File: config.mk
export PLATFORM = sky130hd
export DESIGN_NAME = bitclk_scheduler
export DESIGN_NICKNAME = d
export VERILOG_FILES = /design/src/rtl/sensor_pkg.sv /design/src/rtl/bitclk_divider.sv /design/src/rtl/bitclk_scheduler.sv
export SDC_FILE = /design/constraint.sdc
export NUM_CORES = 1
export LEC_CHECK = 0
export ABC_AREA = 1
export BUFFER_PORTS_ARGS = -buffer_cell sky130_fd_sc_hd__buf_4
export CELL_PAD_IN_SITES_DETAIL_PLACEMENT = 1
export CELL_PAD_IN_SITES_GLOBAL_PLACEMENT = 1
export CORE_MARGIN = 10
export CORE_UTILIZATION = 39
export DETAILED_ROUTE_END_ITERATION = 6
export PLACE_DENSITY = 0.84
export SYNTH_ARGS = -nofsm -noshare
export SYNTH_HDL_FRONTEND = slang
export SYNTH_SLANG_ARGS = --single-unit
File: constraint.sdc
create_clock -name clk -period 3.5 [get_ports clk]
set_input_delay 0.35 -clock clk [delete_from_list [all_inputs] [get_ports clk]]
set_output_delay 0.35 -clock clk [all_outputs]
set_load 0.1 [all_outputs]
File: src/rtl/sensor_pkg.sv
// Shared types and constants for the sensor front-end blocks.
// Scheduler FSM encoding and default bit-clock divider sizing live here.
package sensor_pkg;

  typedef enum logic [1:0] {
    SCHED_IDLE,
    SCHED_RUN,
    SCHED_DONE
  } sched_state_t;

  localparam int CLK_PER_BIT_DEFAULT = 5;
  localparam int CNT_W               = 8;

endpackage

File: src/rtl/bitclk_divider.sv
// Divides clk into a 50% duty bit clock while en is high; held low and cleared otherwise.
// rise/fall are combinational look-aheads: high in the cycle before out_clk toggles.
module bitclk_divider
  import sensor_pkg::*;
#(
  parameter int CLK_PER_BIT = CLK_PER_BIT_DEFAULT
) (
  input  logic clk,
  input  logic rst,
  input  logic en,
  output logic out_clk,
  output logic rise,
  output logic fall
);

  localparam int CW = $clog2(CLK_PER_BIT + 1);
  localparam logic [CW-1:0] LAST = CW'(CLK_PER_BIT - 1);

  logic [CW-1:0] count;
  logic          wrap;

  assign wrap = en && (count == LAST);
  assign rise = wrap && !out_clk;
  assign fall = wrap && out_clk;

  always_ff @(posedge clk) begin
    if (rst || !en) begin
      count   <= '0;
      out_clk <= 1'b0;
    end else if (wrap) begin
      count   <= '0;
      out_clk <= ~out_clk;
    end else begin
      count   <= count + 1'b1;
    end
  end

endmodule

File: src/rtl/bitclk_scheduler.sv
// Round-robin owner of the shared serial bit clock: grants one requester at a time
// and runs the divider for exactly that requester's nbits periods.
module bitclk_scheduler
  import sensor_pkg::*;
#(
  parameter int N_REQ       = 2,
  parameter int CLK_PER_BIT = CLK_PER_BIT_DEFAULT,
  parameter int CNT_W       = sensor_pkg::CNT_W
) (
  input  logic                   clk,
  input  logic                   rst,
  input  logic [N_REQ-1:0]       req,
  input  logic [N_REQ*CNT_W-1:0] nbits,
  output logic [N_REQ-1:0]       grant,
  output logic                   busy,
  output logic                   out_clk,
  output logic                   bit_strobe,
  output logic [N_REQ-1:0]       done
);

  localparam int IDX_W = $clog2(N_REQ);

  sched_state_t     state_q, state_d;
  logic [N_REQ-1:0] grant_q, grant_d;
  logic [N_REQ-1:0] done_q, done_d;
  logic [CNT_W-1:0] remain_q, remain_d;
  logic [IDX_W-1:0] last_q, last_d;
  logic [IDX_W-1:0] pick_idx;
  logic             bit_strobe_q;
  logic             div_en, div_rise, div_fall;
  logic             zero_burst;

  // First requester after 'last', wrapping around.
  function automatic logic [IDX_W-1:0] rr_pick(input logic [N_REQ-1:0] r,
                                               input logic [IDX_W-1:0] last);
    logic [IDX_W-1:0] pick;
    logic             found;
    int               idx;
    pick  = last;
    found = 1'b0;
    for (int off = 1; off <= N_REQ; off++) begin
      idx = (int'(last) + off) % N_REQ;
      if (!found && r[idx]) begin
        pick  = IDX_W'(idx);
        found = 1'b1;
      end
    end
    return pick;
  endfunction

  assign pick_idx = rr_pick(req, last_q);

  // In RUN, remain==0 with out_clk low only happens for a zero-length grant:
  // after the last rise out_clk stays high until the fall that leaves RUN.
  assign zero_burst = (remain_q == '0) && !out_clk;
  assign div_en     = (state_q == SCHED_RUN) && !zero_burst;

  bitclk_divider #(
    .CLK_PER_BIT(CLK_PER_BIT)
  ) u_div (
    .clk    (clk),
    .rst    (rst),
    .en     (div_en),
    .out_clk(out_clk),
    .rise   (div_rise),
    .fall   (div_fall)
  );

  always_comb begin
    // NOTE: every signal gets a default first so no path leaves it unassigned (no latches).
    state_d  = state_q;
    grant_d  = grant_q;
    done_d   = '0;
    remain_d = remain_q;
    last_d   = last_q;
    unique case (state_q)
      SCHED_IDLE: begin
        if (|req) begin
          grant_d           = '0;
          grant_d[pick_idx] = 1'b1;
          remain_d          = nbits[pick_idx*CNT_W +: CNT_W];
          last_d            = pick_idx;
          state_d           = SCHED_RUN;
        end
      end
      SCHED_RUN: begin
        if (div_rise && (remain_q != '0)) remain_d = remain_q - 1'b1;
        if (zero_burst || (div_fall && (remain_q == '0))) begin
          done_d  = grant_q;
          grant_d = '0;
          state_d = SCHED_DONE;
        end
      end
      SCHED_DONE: state_d = SCHED_IDLE;
      default:    state_d = SCHED_IDLE;
    endcase
  end

  always_ff @(posedge clk) begin
    // NOTE: state registers use non-blocking assignments so all update together at the edge.
    if (rst) begin
      state_q      <= SCHED_IDLE;
      grant_q      <= '0;
      done_q       <= '0;
      remain_q     <= '0;
      last_q       <= IDX_W'(N_REQ - 1);
      bit_strobe_q <= 1'b0;
    end else begin
      state_q      <= state_d;
      grant_q      <= grant_d;
      done_q       <= done_d;
      remain_q     <= remain_d;
      last_q       <= last_d;
      bit_strobe_q <= div_rise;
    end
  end

  assign grant      = grant_q;
  assign busy       = |grant_q;
  assign done       = done_q;
  assign bit_strobe = bit_strobe_q;

endmodule

### After elaboration in Yosys (flattened, before gate mapping)

Index checks and enable logic that the tools add are counted.

| cells by class | value |
|---|---|
| add/subtract/negate cells | 4 |
| $lt $le $gt $ge | 4 |
| equal/unequal tests | 5 |
| shift-type cells | 1 |
| mux-type cells | 20 |
| bitwise operators | 5 |
| reductions and logical operators | 27 |

Operators by type and width:

| cell | count |
|---|---|
| $mux 8 | 2 |
| $pmux 8 s2 | 1 |
| $shiftx 16x5->8 | 1 |
| $mux 1 | 10 |
| $logic_and 1x1->1 | 9 |
| $logic_not 8->1 | 1 |
| $mux 2 | 4 |
| $pmux 2 s2 | 2 |
| $reduce_bool 8->1 | 1 |
| $sub 8x1->8 const B | 1 |
| $lt 2x3->1 const B | 2 |
| $reduce_and 3->1 | 2 |
| $reduce_or 2->1 | 3 |
| $logic_not 1->1 | 4 |
| $ne 2x1->1 const B | 2 |
| $reduce_and 2->1 | 2 |
| $add 3x1->3 const B | 1 |
| $eq 3x3->1 const B | 1 |
| $not 1->1 | 3 |
| $reduce_or 3->1 | 1 |
| $add 1x1->1 const B | 2 |
| $and 1x1->1 const A | 2 |
| $eq 2x1->1 const B | 1 |
| $logic_not 2->1 | 1 |
| 6 further kinds | 7 |

| word-level totals | value |
|---|---|
| register bits after elaboration | 20 |
| input bits | 20 |
| logic and storage cells | 74 |

### Logic depth before layout (Yosys ltp)

| logic depth | value |
|---|---|
| word-level depth | 15 |
| gate-level depth with buffers | 10 |

### Modules after synthesis

A second synthesis with hierarchy kept.

| second synthesis, totals | value |
|---|---|
| cells, all modules | 190 |
| area, all modules | 1239.9 µm² |

By module, submodules not included:

| module | times used | cells each | area each (µm²) | sequential area each (µm²) |
|---|---|---|---|---|
| bitclk_scheduler | 1 | 162 | 1046.0 | 320.3 |
| bitclk_divider | 1 | 28 | 193.9 | 80.1 |

### Least setup slack after synthesis

No wires, ideal clock.

| timing | value |
|---|---|
| path type | register -> output |
| from | reg grant_q[0], in the netlist grant[0] |
| to | out busy |
| data arrival time | 1.766 ns |
| required time | 3.150 ns |
| path slack | 1.384 ns |
| stages on the path, launching flop included | 3 |
| path buffers | 0 |
| path through | dfxtp_1 inv_1 nand2_1 |

| on the way | value |
|---|---|
| word-level cells in the longest chain between the ends | 1 |

RTL lines:

| element | RTL line | source |
|---|---|---|
| start, declared | bitclk_scheduler.sv:24 | `logic [N_REQ-1:0] grant_q, grant_d;` |
| start signal, assigned | bitclk_scheduler.sv:110 | `grant_q <= grant_d;` |
| $reduce_or 2->1 | bitclk_scheduler.sv:119 | `assign busy = \|grant_q;` |
| end, declared | bitclk_scheduler.sv:15 | `output logic busy,` |

Every way passes these cells.

### Worst setup path in the final report

| timing | value |
|---|---|
| from | reg remain_q[0] |
| to | reg remain_q[6] |

| on the way | value |
|---|---|
| word-level cells in the longest chain between the ends | 9 |

RTL lines:

| element | RTL line | source |
|---|---|---|
| start, declared | bitclk_scheduler.sv:26 | `logic [CNT_W-1:0] remain_q, remain_d;` |
| start signal, assigned | bitclk_scheduler.sv:112 | `remain_q <= remain_d;` |
| branches (longest 9 deep; another with $sub 8x1->8) | -- |  |

Several ways; the timed one is not identified. The select of a mux whose other input is x is not followed.
A chain may end at the register's enable or synchronous reset.

==> impl_metrics.py <==
metrics = {
    "status": {
        "outcome": "finished clean",
    },
    "worst_setup_path": {
        "regToRegEndpoint": "remain_q[6]$_SDFFE_PP0P_",
        "critPathTopFamily": "simple AND/OR/NAND/NOR gates",
        "critPathSlowestCell": "dfxtp_1",
        "crit_path_max_incr_delay_ns": 0.36,
        "crit_type": "register to register",
        "worstRegToRegCells": 10,
        "crit_arrival_ns": 1.81,
        "worst_setup_path_start_kind": "register",
        "reg2reg_setup_slack_ns": 1.90,
        "crit_chain": "inv_1 -> ha_1 -> inv_1 -> nor2_1 -> nand2_2 -> nand4_4 -> nand2_1 -> inv_1 -> nor2_1 -> nor2_1",
        "cp-end-kind": "register",
        "r2r_start": "remain_q[0]$_SDFFE_PP0P_",
        "path_buf_inv": 3,
        "cp.required_ns": 3.71,
        "worstPathMaxFanout": 16,
    },
    "pwr": {
        "p_leak_nw": 0.7453,
        "peakVddDrop_v": 0.0002469,
        "power_density_nw_per_um2": 488.3,
    },
    "placement": {
        "hpwl_um": 2860,
        "place_inst": 260,
        "gp_congestion": 0.8118,
        "dpl_worst_slack_ns": 1.894,
        "io_buffers": 26,
    },
    "synth": {
        "ys_seq_area_share_pct": 32.72,
        "ys_ff_latch": 20,
        "synth-main-ff-cell": "dfxtp_1",
        "post-synth-top-count-cell": "nand2_1",
        "synth.area.top_cells": "dfxtp_1 33%, nand2_1 18%, nand3_1 9.8%",
        "postSynthCellCount": 194,
        "synth_edf_count": 0,
        "async_reset_ff_share_pct": 0,
        "synth_area_um2": 1224,
        "post_synth.cell_area_avg_um2": 6.308,
        "synth_cell_types": 23,
        "yosys.area.top_type": "dfxtp_1",
        "ys_warn_count": 0,
        "yosysTopAreaCellShare_pct": 32.72,
        "ys_top_cells_by_count": "58 x nand2_1, 29 x nor2_1, 24 x nand3_1, 22 x inv_1, 20 x dfxtp_1",
        "syn_nets": 218,
    },
    "clocking": {
        "cts_hold_buf": 0,
        "cts_made_buffers": 3,
        "clk_pin_slew_ns": 0.12,
        "clock_sinks": 20,
        "post-cts-setup-buffers": 0,
        "clockBufferDepth": 2,
        "cts_max_level": 1,
        "insertion_delay_ns": 0.30,
        "cts_tree": "yes",
        "cts.repair.resized": 0,
        "cts-root-buf": "clkbuf_4",
    },
    "global_route": {
        "antenna_found_initial": 0,
        "grt_pass1_wl_um": 6030,
        "grt.overflow.total": 0,
        "grt_max_degree": 20,
        "grt_pass1_vias": 1380,
        "grt_use_total_pct": 12.12,
    },
    "hold_path": {
        "hold_start": "rst",
        "hp-class": "input pin to register",
        "whs_endpoint": "state_q[0]$_SDFFE_PP0P_",
        "hold_depth": 2,
    },
    "sta": {
        "period_share_pct": 45.79,
        "rsz0062_at_grt": "false",
        "worst_slack_ns": 1.897,
        "hold_violations": 0,
        "min_period_ns": 1.603,
        "tightest_slew_ns": 0.7445,
        "slew_violations": 0,
        "slew_headroom_pct": 50.36,
        "report.final.setup_viol": 0,
        "skew_ns": 0.004912,
        "holdWs_ns": 0.2421,
        "tns_ns": 0,
        "fmax_mhz": 623.9,
    },
    "drt": {
        "drc": 0,
        "wire_per_inst_um": 13.54,
        "routed_wl_um": 3560,
        "first_iter_violations": 56,
        "drt-pass1-iter-count": 4,
        "vias_per_cell": 4.798,
        "postRouteAntennaNets": 0,
        "via_count": 1262,
    },
    "floorplanning": {
        "die_w_um": 76.02,
        "ios": 27,
        "rows": 20,
        "die_h_um": 76.02,
        "fp.coreArea_um2": 3028,
        "die_area_um2": 5778,
        "start_util_pct": 40.41,
    },
    "cells_and_area": {
        "n_fill_cell": 441,
        "area_growth_pct": 19.43,
        "nNetsFinal": 245,
        "n_antenna_cell": 0,
        "fin_cells": 263,
        "final_core_util_pct": 48.26,
        "regArea_um2": 400.4,
        "multi_input_area_um2": 690.7,
        "drive_gt1_share_pct": 19.63,
    },
    "flow_run": {
        "drv_cap": 0,
    },
}
[power by group]
part / internal [W] / total (W) / leakage [nW] / switching (W)
registers: 0.000254 / 0.000277 / 0.164 / 0.0000233
clock network: 0.0000401 / 0.000112 / 0.0138 / 0.0000720
logic: 0.000106 / 0.000325 / 0.567 / 0.000219
total: 0.000400 / 0.000714 / 0.745 / 0.000314
[worst max path at each step]
| stage | from | end | depth (start not counted) |
|---|---|---|---|
| 6_report | remain_q[0]$_SDFFE_PP0P_ | remain_q[6]$_SDFFE_PP0P_ | 10 |
| 5_1_grt | remain_q[0]$_SDFFE_PP0P_ | remain_q[6]$_SDFFE_PP0P_ | 10 |
| 4_1_cts | remain_q[0]$_SDFFE_PP0P_ | remain_q[6]$_SDFFE_PP0P_ | 10 |
| 3_5_place_dp | req[1] | grant[0]$_SDFFE_PP0P_ | 5 |
| 3_3_place_gp | req[1] | grant[0]$_SDFFE_PP0P_ | 5 |
| 2_1_floorplan | grant[0]$_SDFFE_PP0P_ | busy | 2 |
[worst register-to-register path: cells and delay by family (launching register included)]
family | cells | cell delay, ns
buffers and inverters | 3 | 0.26
adder cells (fa/ha/maj) | 1 | 0.25
flip-flops | 1 | 0.36
AND/OR/NAND/NOR | 6 | 0.65
[per-stage QoR]
step	area, um^2	power (W)
after CTS	1461	0.0007225
after floorplan	1224	0.0005241
after global routing	1461	0.0007776
final	1461	0.0007136
after global placement	1439	0.0005924
after detailed placement	1439	0.0006074
[cell families (layout without fill, tap and decap cells)]
family	count (synthesis)	after routing	share of synthesized area, %
flip-flops	20	20	32.72
XOR/XNOR	1	1	0.7159
AND/OR/NAND/NOR	120	120	42.74
adder cells (fa/ha/maj)	4	4	4.090
buffers and inverters	30	55	10.84
AO/OA/AOI/OAI	19	19	8.895
[placed cells by master (no fill, tap or decap), drive strengths merged]
cell type,instances
inv,26
o21ai,6
a21oi,11
o31ai,1
buf,26
or2,2
o211ai,1
nor2,32
ha,4
nand3,24
clkbuf,3
dfxtp,20
nand2,60
nand4,2
xnor2,1
[final cells by class]
| type | count | area share (%) |
|---|---|---|
| multi-input cells | 144 | 47.26 |
| flip-flops and latches | 20 | 27.40 |
| repair buffers | 26 | 13.36 |
| inverters | 26 | 6.678 |
| well taps | 44 | 3.767 |
| clock buffers | 3 | 1.541 |
[metal layers]
metal  share of wire (%)  GRT usage (%)  up-vias
met4                0.25          2.841        0
met1                  43          13.04      589
li1                    -              -      658
met2                  54          23.21       13
met5                   0              0        -
met3                 2.8          2.476        2
[sequential cells by signal, indices dropped and copies added (netlist names)]
signal,flops
bit_strobe,1
done,2
grant,2
last_q,1
remain_q,8
state_q,2
u_div.count,3
u_div.out_clk,1
Power figures use the tool's default switching activity.
